<file path="src/rtl/mod_n_cascade_counter_pkg.sv">
// Shared definitions for the cascaded modulo-N counter: direction encoding
// and digit-width derivation.
package mod_n_cascade_counter_pkg;

    typedef enum logic {
        DIR_DN = 1'b0,
        DIR_UP = 1'b1
    } dir_e;

    function automatic int unsigned calc_dw(input int unsigned modulus);
        return $clog2(modulus);
    endfunction

endpackage

</file>
<file path="src/rtl/mod_n_digit.sv">
// One modulo-MODULUS stage: loads, steps up/down with wrap, and flags when it
// sits at the terminal value for the current direction.
module mod_n_digit
    import mod_n_cascade_counter_pkg::*;
#(
    parameter int unsigned MODULUS = 10,
    localparam int unsigned DW = calc_dw(MODULUS)
) (
    input  logic          clk,
    input  logic          rst,
    input  logic          step_in_i,
    input  logic          up_i,
    input  logic          load_i,
    input  logic [DW-1:0] load_val_i,
    output logic [DW-1:0] digit_o,
    output logic          is_terminal_o
);

    localparam int unsigned DW1 = DW + 1;
    localparam logic [DW-1:0] MAX_VAL = DW'(MODULUS - 1);
    localparam logic [DW-1:0] ONE     = DW'(1);
    // One extra bit so MODULUS itself is representable when it is a power of two
    localparam logic [DW:0]   MOD_VAL = DW1'(MODULUS);

    logic [DW-1:0] digit_q;
    logic [DW-1:0] digit_d;

    always_comb begin
        digit_d = digit_q;
        if (load_i) begin
            if ({1'b0, load_val_i} >= MOD_VAL) begin
                digit_d = '0;
            end else begin
                digit_d = load_val_i;
            end
        end else if (step_in_i) begin
            if (up_i == DIR_UP) begin
                digit_d = (digit_q == MAX_VAL) ? '0 : digit_q + ONE;
            end else begin
                digit_d = (digit_q == '0) ? MAX_VAL : digit_q - ONE;
            end
        end
    end

    always_ff @(posedge clk) begin
        if (!rst) begin
            digit_q <= '0;
        end else begin
            digit_q <= digit_d;
        end
    end

    assign digit_o       = digit_q;
    assign is_terminal_o = (up_i == DIR_UP) ? (digit_q == MAX_VAL) : (digit_q == '0);

endmodule

</file>
<file path="src/rtl/mod_n_cascade_counter.sv">
// Cascaded modulo-N counter: DIGITS chained mod_n_digit stages with
// combinational carry/borrow ripple, terminal-count and sticky overflow.
module mod_n_cascade_counter
    import mod_n_cascade_counter_pkg::*;
#(
    parameter int unsigned MODULUS = 10,
    parameter int unsigned DIGITS  = 4,
    localparam int unsigned DW = calc_dw(MODULUS)
) (
    input  logic                 clk,
    input  logic                 rst,
    input  logic                 en,
    input  logic                 up,
    input  logic                 load,
    input  logic [DIGITS*DW-1:0] load_val,
    input  logic                 clr_ovf,
    output logic [DIGITS*DW-1:0] count,
    output logic                 tc,
    output logic                 ovf
);

    // step_chain[k] is the step enable of digit k; step_chain[DIGITS] means
    // every digit is terminal, i.e. the next enabled step wraps the chain.
    logic [DIGITS:0]   step_chain;
    logic [DIGITS-1:0] is_term;
    logic              wrap;
    logic              ovf_q;
    logic              ovf_d;

    assign step_chain[0] = en;

    for (genvar k = 0; k < DIGITS; k++) begin : g_digit
        mod_n_digit #(
            .MODULUS (MODULUS)
        ) u_digit (
            .clk           (clk),
            .rst           (rst),
            .step_in_i     (step_chain[k]),
            .up_i          (up),
            .load_i        (load),
            .load_val_i    (load_val[k*DW +: DW]),
            .digit_o       (count[k*DW +: DW]),
            .is_terminal_o (is_term[k])
        );
        assign step_chain[k+1] = step_chain[k] & is_term[k];
    end

    assign tc = step_chain[DIGITS];

    // A load on the same edge takes priority over the step, so no wrap occurs
    assign wrap = tc & ~load;

    always_comb begin
        ovf_d = ovf_q;
        if (wrap) begin
            ovf_d = 1'b1;
        end else if (clr_ovf) begin
            ovf_d = 1'b0;
        end
    end

    always_ff @(posedge clk) begin
        if (!rst) begin
            ovf_q <= 1'b0;
        end else begin
            ovf_q <= ovf_d;
        end
    end

    assign ovf = ovf_q;

endmodule

</file>
<file path="config.mk">
export PLATFORM = sky130hd
export DESIGN_NAME = mod_n_cascade_counter
export DESIGN_NICKNAME = d
export VERILOG_FILES = /design/src/rtl/mod_n_cascade_counter_pkg.sv /design/src/rtl/mod_n_digit.sv /design/src/rtl/mod_n_cascade_counter.sv
export SDC_FILE = /design/constraint.sdc
export NUM_CORES = 1
export LEC_CHECK = 0
export ABC_AREA = 1
export CELL_PAD_IN_SITES_DETAIL_PLACEMENT = 0
export CELL_PAD_IN_SITES_GLOBAL_PLACEMENT = 1
export CORE_MARGIN = 10
export CORE_UTILIZATION = 35
export DETAILED_ROUTE_END_ITERATION = 16
export GPL_TIMING_DRIVEN = 1
export PLACE_DENSITY = 0.95
export SLEW_MARGIN = 20
export SYNTH_ARGS = -nofsm -noshare
export SYNTH_HDL_FRONTEND = slang
export SYNTH_SLANG_ARGS = --single-unit
</file>
<file path="constraint.sdc">
create_clock -name clk -period 2.45 [get_ports clk]
set_input_delay 0.49 -clock clk [delete_from_list [all_inputs] [get_ports clk]]
set_output_delay 0.49 -clock clk [all_outputs]
set_load 0.05 [all_outputs]
</file>
==> impl_metrics.env, run 1 <==
export IMPL_drc=0
export IMPL_die_y_um=86.53
export IMPL_yosysSeqAreaShare_pct=21.97
export IMPL_synth_main_ff_cell="dfxtp_1"
export IMPL_hold_path_class="reg2reg"
export IMPL_max_cap_violations=0
export IMPL_die_x_um=86.53
export IMPL_power_density_cell_area_nw_per_um2=460.6
export IMPL_setup_viol=0
export IMPL_wire_per_inst_um=11.52
export IMPL_hold_violations=0
export IMPL_setup_slack_ns=0.2375
export IMPL_clk_root_buffer_cell="clkbuf_8"
export IMPL_num_rows=24
export IMPL_maxSlewViolCount=0
export IMPL_cts_buffers=3
export IMPL_clk_path_buf_depth=2
export IMPL_skew_ns=0.006703
export IMPL_status="finished clean"
export IMPL_fin_tns_setup_ns=0
export IMPL_slowest_stage="dfxtp_1"
export IMPL_pre_cts_ws_ns=0.04998
export IMPL_power_mw=0.9527
export IMPL_worstPathMaxFanout=8
export IMPL_synth_edf_count=0
export IMPL_slew_headroom_pct=65.42
export IMPL_vias_per_cell=4.874
export IMPL_fillers=494
export IMPL_r2r_end="g_digit[2].u_digit.digit_o[1]"
export IMPL_hold_depth=2
export IMPL_num_antenna_cells=0
export IMPL_rsz0062_at_grt="false"
export IMPL_cp_top_family="simple AND/OR/NAND/NOR gates"
export IMPL_worst_pin_slew_ns=0.5171
export IMPL_grt_pass1_wl_um=7245
export IMPL_io_buffers=39
export IMPL_first_pass_iters=4
export IMPL_cts_sinks=17
export IMPL_critical_path_arrival_ns=1.72
export IMPL_syn_to_final_growth_pct=33.52
export IMPL_grt_start_max_net_pins=14
export IMPL_drtIter0Drc=96
export IMPL_clk_pin_slew_worst_paths_ns=0.07
export IMPL_ys_ff_latch=17
export IMPL_crit_path_end_kind="output port"
export IMPL_hpwl_um=3509
export IMPL_syn_area_um2=1549
export IMPL_r2r_start="g_digit[0].u_digit.digit_o[0]"
export IMPL_ant_nets=0
export IMPL_nNetsFinal=345
export IMPL_initial_core_util_pct=35.82
export IMPL_syn_inst=279
export IMPL_final_cell_mix="nand2_1 (88), nor2_1 (39), clkdlybuf4s50_1 (37)"
export IMPL_grt_pass1_vias=1686
export IMPL_slowest_delay_ns=0.47
export IMPL_ff2ff_setup_slack_ns=0.99
export IMPL_hold_end="ovf"
export IMPL_layout_commonest_cell="nand2_1"
export IMPL_crit_type="reg2out"
export IMPL_gp_congestion=0.8183
export IMPL_vias=1823
export IMPL_cp_startpoint="g_digit[0].u_digit.digit_o[3]"
export IMPL_die_area_um2=7487
export IMPL_ctsHoldBuffers=0
export IMPL_ys_warn_count=0
export IMPL_grt_overflow_total=0
export IMPL_ys_types=29
export IMPL_coreArea_um2=4324
export IMPL_wl_um=4308
export IMPL_fmax_mhz=452.0
export IMPL_reg2reg_depth=10
export IMPL_min_from="ovf"
export IMPL_start_kind="flip-flop"
export IMPL_fin_crit_ns=2.213
export IMPL_synthArstFlopShare_pct=0
export IMPL_drive_gt1_share_pct=9.317
export IMPL_ios=40
export IMPL_avgSynthCellArea_um2=5.552
export IMPL_peakVddDrop_uv=292.6
export IMPL_crit_buf_inv=2
export IMPL_power_leakage_nw=0.9946
export IMPL_syn_num_nets=301
export IMPL_required_ns=1.96
export IMPL_antenna_found_initial=0
export IMPL_fin_crit_sh_pct=90.31
export IMPL_crit_chain="inv_1 > nor2_1 > nand2_1 > nand2_1 > nand3_1 > nor2_1 > and3_1 > buf_12"
export IMPL_htree_levels=1
export IMPL_track_usage_pct=11.51
export IMPL_clk_latency_ns=0.26
export IMPL_tritoncts="done"
## where the power goes
part | internal (mW) | switching, mW
clock network | 0.116 | 0.103
logic | 0.154 | 0.246
registers | 0.298 | 0.0352
total | 0.568 | 0.384
## cell type report
class | instances | area [um2] | share of cell area (%)
inverters | 32 | 125.1 | 6.050
well taps | 52 | 65.06 | 3.146
multi-input cells | 222 | 1030 | 49.79
clock buffers | 4 | 45.04 | 2.178
flip-flops and latches | 17 | 340.3 | 16.45
repair buffers | 47 | 462.9 | 22.38
## worst max-delay path by stage
stage / to / cells after the start
2_1_floorplan: tc / 7
3_3_place_gp: tc / 7
3_5_place_dp: tc / 7
4_1_cts: tc / 7
5_1_grt: tc / 8
6_report: tc / 8
## what timing repair did
item / in CTS / in global routing
buffers inserted: 0 / 0
endpoints found under the setup margin: 0 / 1
gates resized for setup: 0 / 1
## kinds of logic after synthesis
group                     count (synthesis)  synth area share [%]
DFF                                      17                 21.97
buffers and inverters                    40                 11.55
and+or+nand+nor                         177                 50.40
AOI/OAI and AO/OA                        43                 14.94
xor gates and xnor gates                  2                 1.131
## metal layers
layer	track usage [%]	part of all wire, %	up-vias
met5	0	0	-
met4	3.093	1.1	0
met3	3.096	5.5	5
met2	20.13	49	33
met1	13.39	44	794
li1	-	-	991
## synthesized netlist by cell type, types with 3 or more instances
| cell type | instances | share of area, % |
|---|---|---|
| inv_2 | 3 | 0.73 |
| a31oi_1 | 4 | 1.6 |
| dfxtp_1 | 17 | 22 |
| nor2_2 | 3 | 1.2 |
| inv_1 | 28 | 6.8 |
| buf_2 | 4 | 1.3 |
| nand2_2 | 4 | 1.6 |
| nand2_1 | 88 | 21 |
| o21ai_0 | 19 | 6.1 |
| nand3_1 | 31 | 10 |
| nor2_1 | 39 | 9.5 |
| nand4_1 | 3 | 1.2 |
| o21ai_1 | 3 | 0.97 |
| a21oi_1 | 13 | 4.2 |
## registers in the layout (all words and copies together), names as in the netlist
name / flops
g_digit.u_digit.digit_o: 16
ovf: 1
## through the flow
stage	cell area, um2	util [%]	hold slack [ns]	cells
after global placement	2021	46.73	0.4601	370
after global routing	2068	47.83	0.5129	374
after detailed placement	2021	46.73	0.4624	370
after CTS	2066	47.77	0.4727	374
after floorplan	1549	-	0.6284	279
final	2068	47.83	0.4649	374
## worst reg2reg max path: stages (launching register included)
cell,delay (ns)
dfxtp_1,0.37
nor2_4,0.19
nand2_2,0.09
nand2_2,0.09
nand2_2,0.06
nor2_4,0.16
nand2_2,0.09
nand2_4,0.10
inv_2,0.05
nor2_1,0.11
nor2_1,0.05
Power figures use the tool's default switching activity.
==> inputs of run 2 (changes only) <==
--- a/config.mk
+++ b/config.mk
@@ -10,6 +10,7 @@
 export CELL_PAD_IN_SITES_GLOBAL_PLACEMENT = 1
 export CORE_MARGIN = 10
 export CORE_UTILIZATION = 35
+export CTS_CLUSTER_DIAMETER = 50
 export DETAILED_ROUTE_END_ITERATION = 16
 export GPL_TIMING_DRIVEN = 1
 export PLACE_DENSITY = 0.95
==> results of run 2 <==
No change in the layout: final DEF, timing and power equal those of run 1.
